--- src/rtl/ps2_pkg.sv ---
// Shared types, command bytes and helpers for the PS/2 host-side blocks.
package ps2_pkg;

  typedef enum logic [2:0] {
    ST_IDLE      = 3'd0,
    ST_INHIBIT   = 3'd1,
    ST_RTS       = 3'd2,
    ST_SHIFT     = 3'd3,
    ST_ACK       = 3'd4,
    ST_WAIT_IDLE = 3'd5
  } ps2tx_state_t;

  localparam logic [7:0] PS2_CMD_RESET  = 8'hFF;
  localparam logic [7:0] PS2_CMD_LEDS   = 8'hED;
  localparam logic [7:0] PS2_CMD_ENABLE = 8'hF4;

  // Whole clock cycles in a time span; truncating division keeps the spans conservative.
  function automatic int unsigned us_to_cycles(input int unsigned clkfreq_khz,
                                               input int unsigned us);
    return (clkfreq_khz * us) / 32'd1000;
  endfunction

  // PS/2 frames carry odd parity over the eight data bits.
  function automatic logic odd_parity(input logic [7:0] data);
    return ~^data;
  endfunction

endpackage

--- src/rtl/ps2_line_sync.sv ---
// Synchronises the raw PS/2 clock and data lines into the core clock domain
// and flags the falling edge of the synchronised clock line.
module ps2_line_sync (
  input  logic clk,
  input  logic reset,
  input  logic clkps2_in,
  input  logic dataps2_in,
  output logic clkps2_sync,
  output logic dataps2_sync,
  output logic fall
);

  logic clk_meta_r;
  logic clk_sync_r;
  logic clk_prev_r;
  logic data_meta_r;
  logic data_sync_r;

  // Two-flop synchronisers; idle lines are high so reset to 1 to avoid a phantom edge.
  always_ff @(posedge clk or posedge reset) begin
    if (reset) begin
      clk_meta_r  <= 1'b1;
      clk_sync_r  <= 1'b1;
      clk_prev_r  <= 1'b1;
      data_meta_r <= 1'b1;
      data_sync_r <= 1'b1;
    end else begin
      clk_meta_r  <= clkps2_in;
      clk_sync_r  <= clk_meta_r;
      clk_prev_r  <= clk_sync_r;
      data_meta_r <= dataps2_in;
      data_sync_r <= data_meta_r;
    end
  end

  assign clkps2_sync  = clk_sync_r;
  assign dataps2_sync = data_sync_r;
  assign fall         = clk_prev_r & ~clk_sync_r;

endmodule

--- src/rtl/ps2_host_tx.sv ---
// Host-to-device PS/2 transmitter: inhibits the bus, issues a request-to-send,
// shifts out one command byte on device clock edges and checks the ACK.
module ps2_host_tx
  import ps2_pkg::*;
#(
  parameter int unsigned CLKFREQ       = 6667,
  parameter int unsigned INHIBIT_US    = 100,
  parameter int unsigned TOUT_FIRST_US = 15000,
  parameter int unsigned TOUT_PKT_US   = 2000
) (
  input  logic       clk,
  input  logic       reset,
  input  logic       clkps2_in,
  input  logic       dataps2_in,
  output logic       clkps2_oe,
  output logic       dataps2_oe,
  input  logic [7:0] din,
  input  logic       send,
  output logic       busy,
  output logic       done,
  output logic       error
);

  localparam int unsigned INHIBIT_CYC = us_to_cycles(CLKFREQ, INHIBIT_US);
  localparam int unsigned FIRST_CYC   = us_to_cycles(CLKFREQ, TOUT_FIRST_US);
  localparam int unsigned PKT_CYC     = us_to_cycles(CLKFREQ, TOUT_PKT_US);
  localparam int unsigned MAX_A       = (FIRST_CYC > PKT_CYC) ? FIRST_CYC : PKT_CYC;
  localparam int unsigned MAX_CYC     = (MAX_A > INHIBIT_CYC) ? MAX_A : INHIBIT_CYC;
  localparam int          CNT_W       = (MAX_CYC > 32'd1) ? $clog2(MAX_CYC) : 1;

  // Counters are loaded with N-1 and expire on the cycle they are seen at zero,
  // so an expiry lands exactly N cycles after the load.
  localparam logic [CNT_W-1:0] INHIBIT_LOAD = CNT_W'(INHIBIT_CYC - 32'd1);
  localparam logic [CNT_W-1:0] FIRST_LOAD   = CNT_W'(FIRST_CYC - 32'd1);
  localparam logic [CNT_W-1:0] PKT_LOAD     = CNT_W'(PKT_CYC - 32'd1);
  localparam logic [CNT_W-1:0] CNT_ZERO     = CNT_W'(0);
  localparam logic [CNT_W-1:0] CNT_ONE      = CNT_W'(1);

  ps2tx_state_t     state_r, state_nx_s;
  logic [CNT_W-1:0] cnt_r, cnt_nx_s;
  logic [9:0]       shreg_r, shreg_nx_s;
  logic [3:0]       bitcnt_r, bitcnt_nx_s;
  logic             clk_oe_r, clk_oe_nx_s;
  logic             data_oe_r, data_oe_nx_s;
  logic             busy_r, busy_nx_s;
  logic             done_r, done_nx_s;
  logic             error_r, error_nx_s;

  logic             clk_sync_s;
  logic             data_sync_s;
  logic             fall_s;
  logic             expired_s;

  ps2_line_sync u_sync (
    .clk          (clk),
    .reset        (reset),
    .clkps2_in    (clkps2_in),
    .dataps2_in   (dataps2_in),
    .clkps2_sync  (clk_sync_s),
    .dataps2_sync (data_sync_s),
    .fall         (fall_s)
  );

  assign expired_s = (cnt_r == CNT_ZERO);

  // State register.
  always_ff @(posedge clk or posedge reset) begin
    if (reset) begin
      state_r <= ST_IDLE;
    end else begin
      state_r <= state_nx_s;
    end
  end

  // Next-state logic; a watchdog expiry takes priority over a coincident clock edge.
  always_comb begin
    state_nx_s = state_r;
    case (state_r)
      ST_IDLE: begin
        if (send) state_nx_s = ST_INHIBIT;
        else      state_nx_s = ST_IDLE;
      end
      ST_INHIBIT: begin
        if (expired_s) state_nx_s = ST_RTS;
        else           state_nx_s = ST_INHIBIT;
      end
      ST_RTS: begin
        if (expired_s) state_nx_s = ST_IDLE;
        else           state_nx_s = ST_SHIFT;
      end
      ST_SHIFT: begin
        if (expired_s)                        state_nx_s = ST_IDLE;
        else if (fall_s && bitcnt_r == 4'd9)  state_nx_s = ST_ACK;
        else                                  state_nx_s = ST_SHIFT;
      end
      ST_ACK: begin
        if (expired_s)                  state_nx_s = ST_IDLE;
        else if (fall_s && !data_sync_s) state_nx_s = ST_WAIT_IDLE;
        else if (fall_s)                 state_nx_s = ST_IDLE;
        else                             state_nx_s = ST_ACK;
      end
      ST_WAIT_IDLE: begin
        if (expired_s)                      state_nx_s = ST_IDLE;
        else if (clk_sync_s && data_sync_s) state_nx_s = ST_IDLE;
        else                                state_nx_s = ST_WAIT_IDLE;
      end
      default: state_nx_s = ST_IDLE;
    endcase
  end

  // Next values of line drivers, status pulses, watchdog and shifter.
  always_comb begin
    cnt_nx_s     = cnt_r;
    shreg_nx_s   = shreg_r;
    bitcnt_nx_s  = bitcnt_r;
    clk_oe_nx_s  = clk_oe_r;
    data_oe_nx_s = data_oe_r;
    busy_nx_s    = busy_r;
    done_nx_s    = 1'b0;
    error_nx_s   = 1'b0;
    case (state_r)
      ST_IDLE: begin
        if (send) begin
          shreg_nx_s   = {1'b1, odd_parity(din), din};
          cnt_nx_s     = INHIBIT_LOAD;
          clk_oe_nx_s  = 1'b1;
          data_oe_nx_s = 1'b0;
          busy_nx_s    = 1'b1;
        end else begin
          clk_oe_nx_s  = 1'b0;
          data_oe_nx_s = 1'b0;
          busy_nx_s    = 1'b0;
        end
      end
      ST_INHIBIT: begin
        if (expired_s) begin
          data_oe_nx_s = 1'b1;
          cnt_nx_s     = FIRST_LOAD;
        end else begin
          cnt_nx_s = cnt_r - CNT_ONE;
        end
      end
      ST_RTS: begin
        if (expired_s) begin
          clk_oe_nx_s  = 1'b0;
          data_oe_nx_s = 1'b0;
          busy_nx_s    = 1'b0;
          error_nx_s   = 1'b1;
        end else begin
          clk_oe_nx_s = 1'b0;
          cnt_nx_s    = FIRST_LOAD;
          bitcnt_nx_s = 4'd0;
        end
      end
      ST_SHIFT: begin
        if (expired_s) begin
          clk_oe_nx_s  = 1'b0;
          data_oe_nx_s = 1'b0;
          busy_nx_s    = 1'b0;
          error_nx_s   = 1'b1;
        end else if (fall_s) begin
          data_oe_nx_s = ~shreg_r[0];
          shreg_nx_s   = {1'b0, shreg_r[9:1]};
          bitcnt_nx_s  = bitcnt_r + 4'd1;
          // Once the device has started clocking, the whole packet gets a shorter budget.
          if (bitcnt_r == 4'd0) cnt_nx_s = PKT_LOAD;
          else                  cnt_nx_s = cnt_r - CNT_ONE;
        end else begin
          cnt_nx_s = cnt_r - CNT_ONE;
        end
      end
      ST_ACK: begin
        if (expired_s || (fall_s && data_sync_s)) begin
          clk_oe_nx_s  = 1'b0;
          data_oe_nx_s = 1'b0;
          busy_nx_s    = 1'b0;
          error_nx_s   = 1'b1;
        end else begin
          cnt_nx_s = cnt_r - CNT_ONE;
        end
      end
      ST_WAIT_IDLE: begin
        if (expired_s) begin
          clk_oe_nx_s  = 1'b0;
          data_oe_nx_s = 1'b0;
          busy_nx_s    = 1'b0;
          error_nx_s   = 1'b1;
        end else if (clk_sync_s && data_sync_s) begin
          clk_oe_nx_s  = 1'b0;
          data_oe_nx_s = 1'b0;
          busy_nx_s    = 1'b0;
          done_nx_s    = 1'b1;
        end else begin
          cnt_nx_s = cnt_r - CNT_ONE;
        end
      end
      default: begin
        clk_oe_nx_s  = 1'b0;
        data_oe_nx_s = 1'b0;
        busy_nx_s    = 1'b0;
      end
    endcase
  end

  // Datapath and output registers; reset releases both lines at once.
  always_ff @(posedge clk or posedge reset) begin
    if (reset) begin
      cnt_r     <= CNT_ZERO;
      shreg_r   <= 10'd0;
      bitcnt_r  <= 4'd0;
      clk_oe_r  <= 1'b0;
      data_oe_r <= 1'b0;
      busy_r    <= 1'b0;
      done_r    <= 1'b0;
      error_r   <= 1'b0;
    end else begin
      cnt_r     <= cnt_nx_s;
      shreg_r   <= shreg_nx_s;
      bitcnt_r  <= bitcnt_nx_s;
      clk_oe_r  <= clk_oe_nx_s;
      data_oe_r <= data_oe_nx_s;
      busy_r    <= busy_nx_s;
      done_r    <= done_nx_s;
      error_r   <= error_nx_s;
    end
  end

  assign clkps2_oe  = clk_oe_r;
  assign dataps2_oe = data_oe_r;
  assign busy       = busy_r;
  assign done       = done_r;
  assign error      = error_r;

endmodule

--- config.mk ---
export PLATFORM = sky130hd
export DESIGN_NAME = ps2_host_tx
export DESIGN_NICKNAME = d
export VERILOG_FILES = /design/src/rtl/ps2_pkg.sv /design/src/rtl/ps2_line_sync.sv /design/src/rtl/ps2_host_tx.sv
export SDC_FILE = /design/constraint.sdc
export NUM_CORES = 1
export LEC_CHECK = 0
export CAP_MARGIN = 20
export CORE_MARGIN = 2
export CORE_UTILIZATION = 53
export CTS_CLUSTER_SIZE = 25
export DETAILED_ROUTE_END_ITERATION = 16
export GPL_ROUTABILITY_DRIVEN = 0
export HOLD_SLACK_MARGIN = 0.12
export PLACE_DENSITY = 0.77
export RECOVER_POWER = 100
export SKIP_LAST_GASP = 1
export SLEW_MARGIN = 20
export SYNTH_ARGS = -nofsm -noshare
export SYNTH_HDL_FRONTEND = slang
export SYNTH_SLANG_ARGS = --single-unit
export TNS_END_PERCENT = 30
--- constraint.sdc ---
create_clock -name clk -period 2.3 [get_ports clk]
set_input_delay 0.46 -clock clk [delete_from_list [all_inputs] [get_ports clk]]
set_output_delay 0.46 -clock clk [all_outputs]
set_load 0.005 [all_outputs]
==> summary.md <==
| Metric | Value |
|---|---|
| Fillers | 397 |
| Final hold violation count | 0 |
| Initial Utilization | 54.7% |
| Port Buffer Count | 17 |
| Worst EP arrival | 2.47 ns |
| Vias in the first global route | 2,240 |
| Critical path class | register to register |
| Ys flop type | dfrtp_1 |
| Setup skew after layout | 0.0114 ns |
| CTS max path bufs | 2 |
| Post-Syn Area per Cell | 9.10 um^2 |
| Post-synth ARST share | 100% |
| Layout cells sized above 1 | 16.7% |
| Drt pass-1 iters | 5 |
| Total grt overflow | 0 |
| Hold path start | u_sync.data_meta_r |
| Status | finished clean |
| Largest net degree at the start of global routing | 31 |
| CTS tree | done |
| Pleak | 1.44 nW |
| Adder-cell share of the synthesized area | 1.94% |
| Worst hold stages | 0 |
| Vias per inst | 5.85 |
| Dpl hpwl | 4210 um |
| Largest family of logic cells by synthesized area | compound AO/OA/AOI/OAI gates |
| Root Driver | clkbuf_8 |
| Worst Max-Slew Pin Slew | 0.729 ns |
| Num CTS Buffers | 5 |
| Post-synthesis sequential area ratio | 42.9% |
| Clock-pin slew of the registers on the worst-case setup and hold paths | 0.09 ns |
| F_max | 450 MHz |
| Most common cell after layout, fill and taps aside | dfrtp_1 |
| Synth cell types | 52 |
| TNS Setup | 0 ns |
| Final nets | 340 |
| CTS H-tree depth | 2 |
| Via count | 2,286 |
| Total global-route track usage | 23.7% |
| Final Core Density | 66.6% |
| Post-synthesis simple-gate area fraction | 21.3% |
| Power Density | 498 nW/um^2 |
| CP cell instances | inv_1, ha_2, nor3b_4, nand4_4, buf_6, nor4_4, buf_4, a21oi_2, a31oi_1, o22a_1 |
| Area of the core | 4720 um^2 |
| Worst-skew pair later-pin latency | 0.30 ns |
| Rel. slew slack | 51.4% |
| First-pass GRT wire length | 10,000 um |
| Post-synth top area share | 37.8% |
| Die height | 73.8 um |
| Critical R2R Launch | cnt_r[1] |
| Worst r2r path cells | 10 |
| Initial DRC Count | 159 |
| # placed instances | 379 |
| Synth area leader | dfrtp_1 |
| DR WL/cell | 14.9 um |
| Critical path launch point type | register |
| Antenna violations before repair | 0 |
| Yosys reg bits | 44 |
| Die ar. | 5450 um^2 |
| Hold_buf cts | 0 |
| Area grow syn2layout | 21.7% |
| XOR/XNOR Fraction of Synth Area | 2.37% |
| Nature of the critical path endpoint | register |
| Drt drc | 0 |
| Chip width | 73.8 um |
| R2R Path End | cnt_r[10] |
| Post-synthesis compound-gate area fraction | 22.8% |
| Multiplexer share of the synthesized area | 3.92% |
| Critical Path RT | 2.55 ns |
| Number of flops mapped to enable cells by yosys | 0 |
| Sink Count | 44 |
| Period utilization | 96.5% |
| Worst-path cell with the longest stage delay | dfrtp_1 |
| Syn Nets | 301 |
| Rows | 25 |
| Synth area leaders | dfrtp_1 38%, a21oi_1 6.4%, dfstp_2 5.1% |
| Post-layout min period | 2.22 ns |
| ANT cells | 0 |
| CP Max Fanout | 5 |
| Routed wire length | 5820 um |
| Hold Crit Class | register to register |
| Setup violators final | 0 |
| RSZ-0062 raised after global routing | yes |
| VDD IR max | 0.297 mV |
| Pins over their slew limit | 0 |
| Hold Path Sink | u_sync.dataps2_sync |
| IO Pins | 18 |
| Final Non-Filler Cells | 391 |
| CP peak stage delay | 0.42 ns |
| Synth warnings | 0 |
| Mapped Cells | 284 |
| Max cap viols | 0 |
| Antenna-violating nets left | 0 |
| Most frequent cells in the layout | 39 x dfrtp_1, 33 x nor2_1, 32 x a21oi_1 |
| R2R Setup Slk | 0.08 ns |
| Synth Cell Area | 2580 um^2 |
[layout make-up]
cell class	instances	area, um^2	share of cell area (%)
Multi-Input combinational cell	213	1370	43.7
Sequential cell	44	1110	35.2
Timing Repair Buffer	45	394	12.5
Tap cell	67	83.8	2.67
Clock buffer	6	72.6	2.31
Clock inverter	2	60.1	1.91
Inverter	14	52.6	1.67
[sequential cells by signal, indices dropped and copies added (netlist names), 3 cells and up]
register and cells:
cnt_r 17, state_r 3, shreg_r 10, bitcnt_r 4
[cell usage after synthesis, drive strengths merged, types with 2 or more instances]
cell type  number
a21o            5
a21oi          33
a22o            2
a31oi           8
and2            2
buf             5
clkbuf          8
dfrtp          39
dfstp           5
ha              4
inv            14
mux2i           9
nand2          20
nand2b          2
nand3           4
nand3b          2
nand4           3
nand4b          2
nor2           33
nor2b           3
nor3            7
nor3b           5
nor4            6
o211ai          3
o21ai          22
o22a            7
o22ai           4
o31ai           3
or2             3
or3             2
xnor2           7
[layer usage]
layer  global-route usage, %  wire [um]
met2                    37.3       2820
met1                    31.7       2600
met5                       0          0
met3                    4.94        300
met4                    9.90        102
[worst max path at each step]
stage,startpoint,end,slack (ns),depth (start not counted)
finish,cnt_r[1],cnt_r[10],0.08,10
global route,cnt_r[1],cnt_r[10],-0.07,10
floorplan,cnt_r[0],cnt_r[13],0.09,10
detailed placement,cnt_r[11],cnt_r[6],0.05,7
global placement,cnt_r[11],cnt_r[6],0.13,7
CTS,cnt_r[11],cnt_r[6],0.04,7
[per-stage QoR]
| stage | hold slack [ns] | setup slack (ns) | total power, mW | instance area (um^2) |
|---|---|---|---|---|
| floorplan | 0.345 | 0.0936 | 0.847 | 2580 |
| CTS | 0.362 | 0.0398 | 1.59 | 3100 |
| global route | 0.366 | -0.0683 | 1.62 | 3140 |
| global placement | 0.347 | 0.128 | 0.885 | 2970 |
| detailed placement | 0.349 | 0.0483 | 0.886 | 2970 |
| finish | 0.359 | 0.0794 | 1.56 | 3140 |
[where the power goes]
group          internal (mW)  switching, mW  total, mW
clock network          0.434          0.265      0.699
registers              0.781        0.00316      0.784
logic                 0.0409         0.0407     0.0816
[kinds of logic (layout without fill, tap and decap cells)]
group,after synthesis,count (layout)
simple gates,97,97
compound gates,95,95
flops,44,44
buf+inv,27,67
mux,10,10
xor+xnor,7,7
fa+ha+maj,4,4
[what timing repair did]
| action | 4_1_cts | 5_1_grt |
|---|---|---|
| endpoints found under the setup margin | 0 | 12 |
| setup buffers | 0 | 4 |
| gates resized for setup | 0 | 5 |
[worst max-delay path: cells and delay by family (launching register included)]
family                   cells  cell delay (ns)
buffers and inverters        3             0.44
AND/OR/NAND/NOR              3             0.76
adder cells (fa/ha/maj)      1             0.17
AO/OA/AOI/OAI                3             0.38
flip-flops                   1             0.42
Power figures use the tool's default switching activity.
